$ cat config.mk
export PLATFORM = sky130hd
export DESIGN_NAME = dec_38_seq
export DESIGN_NICKNAME = d
export VERILOG_FILES = /design/src/rtl/dec_38_seq.sv
export SDC_FILE = /design/constraint.sdc
export NUM_CORES = 1
export LEC_CHECK = 0
export ABC_AREA = 1
export CORE_MARGIN = 2
export CORE_UTILIZATION = 45
export CTS_BUF_LIST = sky130_fd_sc_hd__clkbuf_4 sky130_fd_sc_hd__clkbuf_8 sky130_fd_sc_hd__clkbuf_16
export DETAILED_ROUTE_END_ITERATION = 8
export PLACE_DENSITY = 0.67
export SLEW_MARGIN = 20
export SYNTH_ARGS = -nofsm -noshare
export SYNTH_HDL_FRONTEND = slang
export SYNTH_SLANG_ARGS = --single-unit
export TNS_END_PERCENT = 50
$ cat constraint.sdc
create_clock -name clk -period 3 [get_ports clk]
set_input_delay 0.3 -clock clk [delete_from_list [all_inputs] [get_ports clk]]
set_output_delay 0.3 -clock clk [all_outputs]
set_load 0.005 [all_outputs]
$ cat src/rtl/dec_38_seq.sv
// rtl/dec_38_seq.sv - sequenced 3-to-8 one-hot decoder with a one-entry pending buffer
// Optional macro DEC38_PARITY_EN adds in_par (odd parity over {in_idx,in_par}) and par_err.
module dec_38_seq #(
  parameter int HOLD_CYCLES = 4,
  parameter int GAP_CYCLES  = 1
) (
  input  logic       clk,
  input  logic       rst_n,
  input  logic       in_valid,
  input  logic [2:0] in_idx,
`ifdef DEC38_PARITY_EN
  input  logic       in_par,
  output logic       par_err,
`endif
  output logic       in_ready,
  output logic [7:0] d_out,
  output logic       out_valid,
  output logic       busy
);

  typedef enum logic [1:0] {ST_IDLE, ST_DRIVE, ST_GAP} state_t;

  localparam logic [7:0] HOLD_LD = 8'(HOLD_CYCLES - 1);
  localparam logic [7:0] GAP_LD  = 8'(GAP_CYCLES - 1);

  state_t     r_state;
  logic [7:0] r_cnt;
  logic [7:0] r_dout;
  logic       r_out_valid;
  logic       r_pend_vld;
  logic [2:0] r_pend_idx;

  state_t     w_state_nx;
  logic [7:0] w_cnt_nx;
  logic [7:0] w_dout_nx;
  logic       w_out_valid_nx;
  logic       w_pend_vld_nx;
  logic [2:0] w_pend_idx_nx;
  logic       w_xfer;
  logic       w_use;
  logic       w_next_vld;
  logic [2:0] w_next_idx;
  logic       w_load;

  assign in_ready  = (r_state == ST_IDLE) || !r_pend_vld;
  assign busy      = (r_state != ST_IDLE) || r_pend_vld;
  assign d_out     = r_dout;
  assign out_valid = r_out_valid;
  assign w_xfer    = in_valid && in_ready;

`ifdef DEC38_PARITY_EN
  logic w_par_ok;
  logic r_par_err;
  assign w_par_ok = ^{in_idx, in_par};
  assign w_use    = w_xfer && w_par_ok;
  assign par_err  = r_par_err;

  always_ff @(posedge clk or negedge rst_n) begin
    if (!rst_n) r_par_err <= 1'b0;
    else        r_par_err <= w_xfer && !w_par_ok;
  end
`else
  assign w_use = w_xfer;
`endif

  // Pending entry has priority; otherwise a same-cycle transfer bypasses the buffer.
  assign w_next_vld = r_pend_vld || w_use;
  assign w_next_idx = r_pend_vld ? r_pend_idx : in_idx;

  always_comb begin
    w_state_nx     = r_state;
    w_cnt_nx       = r_cnt;
    w_dout_nx      = r_dout;
    w_out_valid_nx = r_out_valid;
    w_load         = 1'b0;
    case (r_state)
      ST_IDLE: begin
        if (w_next_vld) w_load = 1'b1;
      end
      ST_DRIVE: begin
        if (r_cnt != 8'd0) begin
          w_cnt_nx = r_cnt - 8'd1;
        end else if (GAP_CYCLES > 0) begin
          w_state_nx     = ST_GAP;
          w_dout_nx      = 8'h00;
          w_out_valid_nx = 1'b0;
          w_cnt_nx       = GAP_LD;
        end else if (w_next_vld) begin
          w_load = 1'b1;
        end else begin
          w_state_nx     = ST_IDLE;
          w_dout_nx      = 8'h00;
          w_out_valid_nx = 1'b0;
        end
      end
      ST_GAP: begin
        if (r_cnt != 8'd0) w_cnt_nx = r_cnt - 8'd1;
        else if (w_next_vld) w_load = 1'b1;
        else w_state_nx = ST_IDLE;
      end
      default: begin
        w_state_nx     = ST_IDLE;
        w_dout_nx      = 8'h00;
        w_out_valid_nx = 1'b0;
        w_cnt_nx       = 8'd0;
      end
    endcase

    if (w_load) begin
      w_state_nx     = ST_DRIVE;
      w_dout_nx      = 8'b1 << w_next_idx;
      w_out_valid_nx = 1'b1;
      w_cnt_nx       = HOLD_LD;
    end

    w_pend_vld_nx = r_pend_vld;
    w_pend_idx_nx = r_pend_idx;
    if (w_load && r_pend_vld) w_pend_vld_nx = 1'b0;
    if (w_use && !(w_load && !r_pend_vld)) begin
      w_pend_vld_nx = 1'b1;
      w_pend_idx_nx = in_idx;
    end
  end

  always_ff @(posedge clk or negedge rst_n) begin
    if (!rst_n) begin
      r_state     <= ST_IDLE;
      r_cnt       <= 8'd0;
      r_dout      <= 8'h00;
      r_out_valid <= 1'b0;
      r_pend_vld  <= 1'b0;
      r_pend_idx  <= 3'd0;
    end else begin
      r_state     <= w_state_nx;
      r_cnt       <= w_cnt_nx;
      r_dout      <= w_dout_nx;
      r_out_valid <= w_out_valid_nx;
      r_pend_vld  <= w_pend_vld_nx;
      r_pend_idx  <= w_pend_idx_nx;
    end
  end

endmodule

=== Word level (Yosys, flattened, before mapping) ===
Index checks and enable logic that the tools add are counted.

* Memories kept: 0
* Output and inout bits: 11
* Memory bits (read-only): 0
* RAM bits: 0
* Input bits: 6
* Latch bits: 0
* Register bits: 23
* Logic and storage cells: 54

* Bitwise gates (word level): 0
* Reduce and logical (&&, ||, !) cells: 17
* $mul: 0
* Shift-type cells: 1
* $add $sub $neg: 1
* Eq/ne operators: 8
* Muxes and demuxes: 21
* $lt $le $gt $ge: 0
* Divide/modulo/power cells: 0

{| class="wikitable"
|+ Operators by type and width
! operator !! count
|-
| 8-bit 2-to-1 mux || 5
|-
| 8-bit case mux with 3 select lines || 1
|-
| 8-bit case mux with 2 select lines || 1
|-
| 3-bit inequality test, second input constant || 4
|-
| 2-bit 2-to-1 mux || 4
|-
| 8-bit nonzero test || 1
|-
| 1-bit by 3-bit left shift with 8-bit output, first input constant || 1
|-
| 8-bit by 1-bit subtractor with 8-bit output, second input constant || 1
|-
| 1-bit 2-to-1 mux || 6
|-
| 2-bit case mux with 3 select lines || 1
|-
| 1-bit logical AND || 4
|-
| 1-bit case mux with 2 select lines || 2
|-
| 2-bit AND reduction || 2
|-
| 4-bit AND reduction || 1
|-
| 2-bit nonzero test || 2
|-
| 1-bit logical OR || 3
|-
| 3-bit 2-to-1 mux || 1
|-
| 2-bit by 1-bit equality test with 1-bit output, second input constant || 1
|-
| 2-bit equality test, second input constant || 1
|-
| 1-bit logical NOT || 2
|-
| 2-bit logical NOT || 1
|-
| 2-bit by 1-bit inequality test with 1-bit output, second input constant || 1
|-
| 2-bit inequality test, second input constant || 1
|-
| 2-bit OR reduction || 1
|}

=== Depth between registers and ports, before layout ===
Gate-level depths: netlist (run 1).

* Word-level depth: 11
* Gate-level depth with buffers: 10
* Gate-level depth less buffers: 10

=== Least setup slack after synthesis (run 1) ===
OpenSTA, ideal clock, no wires.

* Path type: flip-flop to flip-flop
* Start point: register r_cnt[0]
* End point: register r_dout[0], in the netlist d_out[0]
* Stages on the path, launching flop included: 11
* Data required time: 2.882 ns
* Path buffers: 1
* Period minus slack after synthesis: 1.408 ns
* Library setup time: 0.118 ns
* Setup slack: 1.592 ns
* Arrival time: 1.291 ns
* Path through: dfrtp_1 -> inv_1 -> ha_1 -> nand2_1 -> nor2_2 -> nand3_2 -> nand2_4 -> nand2_4 -> buf_6 -> nand3_1 -> nand2_1

* Word-level cells in the longest chain between the ends: 5
* Elaborated cells between the ends (all ways): 7
* Classes of those cells: eq/ne (2); mux (3); reduce/logical (2)

{| class="wikitable"
|+ RTL lines
! element !! line !! source
|-
| start: declaration || 27 || <nowiki>logic [7:0] r_cnt;</nowiki>
|-
| start signal: assignment || 135 || <nowiki>r_cnt <= w_cnt_nx;</nowiki>
|-
| 8-bit nonzero test (*) || 81, 97 ||
|-
| 1-bit 2-to-1 mux || 97 || <nowiki>if (r_cnt != 8'd0) w_cnt_nx = r_cnt - 8'd1;</nowiki>
|-
| 1-bit case mux with 2 select lines || 76 || <nowiki>case (r_state)</nowiki>
|-
| 3-bit inequality test (no line) or 2-bit by 1-bit inequality test with 1-bit output (tied branches) || - ||
|-
| 2-bit AND reduction (no line) || - ||
|-
| end signal: assignment || 136 || <nowiki>r_dout <= w_dout_nx;</nowiki>
|-
| end: declaration || 28 || <nowiki>logic [7:0] r_dout;</nowiki>
|}

Every way passes the cells marked *; elsewhere a longest branch is shown, timed or not.
A chain may end at the register's enable or synchronous reset.

=== Worst setup path in the final report (run 1) ===
* Start point: register r_state[0]
* End point: output in_ready

* Word-level cells in the longest chain between the ends: 2

{| class="wikitable"
|+ RTL lines
! element !! line !! source
|-
| start: declaration || 26 || <nowiki>state_t r_state;</nowiki>
|-
| start signal: assignment || 134 || <nowiki>r_state <= w_state_nx;</nowiki>
|-
| 2-bit logical NOT || 45 || <nowiki>assign in_ready = (r_state == ST_IDLE) || !r_pend_vld;</nowiki>
|-
| 1-bit logical OR || 45 ||
|-
| end: declaration || 15 || <nowiki>output logic in_ready,</nowiki>
|}

No other way between the ends.

==> reports/qor.yml, run 1 <==
sta:
  min_period_ps: 2060
  rsz0062_at_grt: "no"
  finalCritPeriodShare_pct: 68.7
  worstMarginPinSlew_ps: 438
  setup_viol: 0
  fin_skew_ps: 1.73
  setup_tns_ps: 0
  maxSlewViolCount: 0
  fmax_ghz: 0.485
  hold_viol: 0
  relSlewSlack_pct: 70.7
pwr:
  power.density_mw_per_mm2: 1160
  power_leakage_uw: 0.000805
  p_total_uw: 1760
  ir_worst_vdd_mv: 0.611
outcome:
  outcome: "finished, final reports clean"
detailed_routing:
  drc: 0
  dr.pass1.iters: 4
  wire_per_inst_um: 11.8
  postRouteAntennaNets: 0
  routed_wl_um: 2510
  vias: 1104
  drt_iter0_markers: 32
  vias_per_cell: 5.18
critical_path:
  critical_path_buf_inv_count: 3
  cp-end-kind: "output port"
  critPathArrivalTime_ps: 1760
  crit_type: "reg2out"
  crit_required_ps: 2700
  cp_slowest_cell: "clkdlybuf4s50_1"
  path_max_fanout: 6
  crit_family: "buffers and inverters"
  crit_chain: "inv_1, ha_1, inv_1, nand2_1, clkdlybuf4s50_1"
  crit_path_frequent_cell: "inv_1"
  cpPeakStageDelay_ps: 500
  start_kind: "register"
synth:
  ys_ff_latch: 23
  yosysTopAreaCellShare_pct: 44.1
  avgSynthCellArea_sq_um: 7.96
  synthCells: 164
  synthTopCellsByArea: "dfrtp_1 (44%), nand2_1 (15%), nand3_1 (8.0%), ha_1 (4.8%), nand4_1 (3.8%)"
  synth_top_area_cell: "dfrtp_1"
  synth_fp_nets: 175
  mappedNetlistArea_sq_mm: 0.00131
  ys_seq_area_share_pct: 44.1
  ys_types: 24
  yosysWarnings: 0
die:
  core_area_sq_mm: 0.00276
  io_pins: 17
  die_w_um: 57.9
  start_util_pct: 47.4
  die_y_um: 57.9
  rows: 19
  die_area_sq_mm: 0.00335
clock_tree:
  clkLatencyLatePin_ps: 320
  post_cts_resized: 0
  cts_buffers: 3
  clock_path_buffers: 2
  clkTransAtPathRegs_ps: 130
  htree_levels: 1
  cts_hold_buffers: 0
  cts.sinks: 23
  cts-root-buf: "clkbuf_4"
  post_cts_buffers: 0
  cts_tree: "yes"
global_routing:
  antenna_found_initial: 0
  grt_max_degree: 24
  overflow: 0
  grt_usage_pct: 17.1
  grt_pass1_wl_um: 4390
  grt_pass1_vias: 1029
placement:
  dp_hpwl_um: 1850
  gp_congestion: 0.803
  placed_area_sq_mm: 0.00148
  port-buffer-count: 16
cells_and_area:
  antenna_cells: 0
  drive_above_1_share_pct: 10.4
  area_growth_pct: 15.6
  nFillCells: 261
  layout.nets: 194
  fin_area_sq_mm: 0.00151
hold_path:
  hold_class: "in2async"
job:
  drv_cap: 0
## registers in the layout, summed over array words and instances, names as in the netlist
register,flops
r_state,2
r_pend_vld,1
out_valid,1
r_cnt,8
r_pend_idx,3
d_out,8
## cell type report
type	instances	area [sq um]	area share, %
Multi-Input combinational cell	122	641	42.4
Sequential cell	23	576	38.1
Timing Repair Buffer	17	168	11.1
Inverter	16	60.1	3.98
Tap cell	31	38.8	2.57
Clock buffer	3	22.5	1.49
Clock inverter	1	5.00	0.331
## per-stage QoR
step,util (%),cells,hold slack [ps],setup WS [ps]
finish,54.8,213,314,939
global route,54.8,213,338,799
CTS,54.8,213,319,925
detailed placement,53.8,209,459,1310
global placement,53.8,209,453,1350
floorplan,-,164,4.41,1590
## routing by layer
metal	track usage (%)	part of all wire, %
met1	22.5	47
met2	27.4	47
met3	2.90	3.7
met4	7.97	2.2
met5	0	0
## synth_stat cells, drive strengths merged
master	number
nor3	1
buf	3
or2	2
xnor2	1
nand3b	1
a21oi	2
dfrtp	23
nand2	56
nand4	8
xor2	5
nand3	22
ha	5
inv	16
o211ai	1
nor2	12
o21ai	6
## cells by family after synthesis
kind of cell	count (synthesis)	share of synthesized area, %
simple gates	102	36.3
fa+ha+maj	5	4.79
buf+inv	19	6.90
compound gates	9	3.93
flops	23	44.1
xor+xnor	6	4.02
## power by group
group          switching [uW]  internal [uW]
combinational             647            411
sequential                110            442
clock                    98.4           50.0
## final timing paths
path                       cells past startpoint    endpoint        from  slack, ps
min in group clk                               2   out_valid   out_valid        490
hold / removal                                 2  r_state[0]       rst_n        310
hold reg to reg                                2   out_valid   out_valid        490
setup reg to reg                               9    d_out[1]    r_cnt[0]       1390
max in group asynchronous                      2    d_out[2]       rst_n       2460
setup / recovery                               5    in_ready  r_state[0]        940
## cell usage in the layout, fill, tap and decap left out, types with 2 or more instances in the layout
cell type / instances
nand2_1: 53
dfrtp_1: 23
nand3_1: 21
clkdlybuf4s50_1: 16
inv_1: 12
nor2_1: 9
nand4_1: 8
xor2_1: 5
o21ai_0: 5
ha_1: 5
inv_2: 4
nor2_2: 3
clkbuf_4: 3
nand2_4: 2
a21oi_1: 2
(Power assumes the default switching activity.)
==> run 2, diff against run 1 <==
==> constraint.sdc (replaced) <==
create_clock -name clk -period 2.12 [get_ports clk]
set_input_delay 0.212 -clock clk [delete_from_list [all_inputs] [get_ports clk]]
set_output_delay 0.212 -clock clk [all_outputs]
set_load 0.005 [all_outputs]
==> run 2 against run 1 <==
Compared with the run above: global-route usage up 0.22 points; clock power up 35%; via count up 0.18%; power up 42%; register-to-register slack worse by 910 ps.
==> reports/qor.yml, run 2 (synthesis gave the netlist of run 1 again) <==
clock_tree:
  post_cts_resized: 0
  clock_path_buffers: 2
  cts.sinks: 23
  post_cts_buffers: 0
  htree_levels: 1
  cts_buffers: 3
  clkLatencyLatePin_ps: 310
  cts_tree: "yes"
  cts_hold_buffers: 0
  clkTransAtPathRegs_ps: 120
  cts-root-buf: "clkbuf_4"
critical_path:
  cpPeakStageDelay_ps: 450
  crit_type: "reg2out"
  path_max_fanout: 6
  critical_path_buf_inv_count: 3
  crit_required_ps: 1910
  cp_slowest_cell: "clkdlybuf4s50_1"
  critPathArrivalTime_ps: 1780
  start_kind: "register"
  crit_family: "buffers and inverters"
  cp-end-kind: "output port"
  crit_chain: "inv_1, ha_1, inv_1, nand2_1, clkdlybuf4s50_1"
  crit_path_frequent_cell: "inv_1"
sta:
  worst_slack_ps: 130
  relSlewSlack_pct: 68.1
  setup_tns_ps: 0
  setup_viol: 0
  finalCritPeriodShare_pct: 93.9
  rsz0062_at_grt: "no"
  maxSlewViolCount: 0
  fin_skew_ps: 1.48
  hold_viol: 0
  fmax_ghz: 0.502
  worstMarginPinSlew_ps: 477
  min_period_ps: 1990
  whs_ps: 235
placement:
  pre_cts_ws_ps: 495
  gp_congestion: 0.811
  port-buffer-count: 16
  dp_hpwl_um: 1970
cells_and_area:
  area_growth_pct: 15.6
  antenna_cells: 0
  layout.nets: 194
  layout_commonest_cell: "nand2_1"
  final_cell_mix: "nand2_1 (53), dfrtp_1 (23), nand3_1 (21)"
  drive_above_1_share_pct: 10.4
  nFillCells: 269
die:
  rows: 19
  die_y_um: 57.9
  die_area_sq_mm: 0.00335
  start_util_pct: 47.4
  die_w_um: 57.9
  io_pins: 17
  core_area_sq_mm: 0.00276
global_routing:
  grt_max_degree: 24
  grt_pass1_wl_um: 4530
  overflow: 0
  grt_pass1_vias: 1090
  grt_usage_pct: 17.3
  antenna_found_initial: 0
pwr:
  power.density_mw_per_mm2: 1660
  power_leakage_uw: 0.000805
  p_total_uw: 2500
  ir_worst_vdd_mv: 0.863
detailed_routing:
  drt_iter0_markers: 48
  vias: 1106
  dr.pass1.iters: 4
  vias_per_cell: 5.19
  postRouteAntennaNets: 0
  drc: 0
  routed_wl_um: 2590
  wire_per_inst_um: 12.1
hold_path:
  hold_class: "in2async"
outcome:
  outcome: "finished, final reports clean"
job:
  drv_cap: 0
## run 2: cell counts in the layout (fill, tap and decap cells not counted)
No cell type changed its count.
## run 2: worst register-to-register path, stage by stage (launching register included)
cell and delay [ps]:
dfrtp_1 400, inv_1 120, ha_1 190, nand2_1 70, nor2_2 110, nand3_2 120, nand2_4 200, nand2_4 140
nand3_1 120, nand2_1 70
## run 2: final timing paths
check	slack, ps	end	startpoint	cells after the start
worst max-delay path	130	in_ready	r_state[0]	5
worst min-delay path	240	r_cnt[6]	rst_n	2
worst max register to register	480	r_state[1]	r_cnt[1]	9
worst min register to register	490	out_valid	out_valid	2
max in group asynchronous	1660	out_valid	rst_n	2
min in group clk	480	r_pend_idx[1]	in_idx[1]	3
## run 2: metal layers
layer	global-route usage, %	share of wire (%)	up-vias
met5	0	0	-
met2	26.5	46	17
met3	2.68	3.3	2
li1	-	-	566
met4	6.64	0.62	0
met1	24.8	50	521
## run 2: through the flow
| stage | instances | cell area, sq um | util (%) |
|---|---|---|---|
| global placement | 209 | 1480 | 53.8 |
| CTS | 213 | 1510 | 54.8 |
| detailed placement | 209 | 1480 | 53.8 |
| global route | 213 | 1510 | 54.8 |
| floorplan | 164 | 1310 | - |
| finish | 213 | 1510 | 54.8 |
## run 2: final cells by class
cell class | count | area [sq um] | share of cell area [%]
clock inverters | 1 | 5.00 | 0.331
well taps | 31 | 38.8 | 2.57
multi-input cells | 122 | 641 | 42.4
clock buffers | 3 | 22.5 | 1.49
flip-flops and latches | 23 | 576 | 38.1
repair buffers | 17 | 168 | 11.1
inverters | 16 | 60.1 | 3.98
## run 2: power by group
part / total (uW) / switching [uW] / internal, uW
sequential: 785 / 159 / 625
combinational: 1520 / 932 / 584
clock: 200 / 130 / 70.5
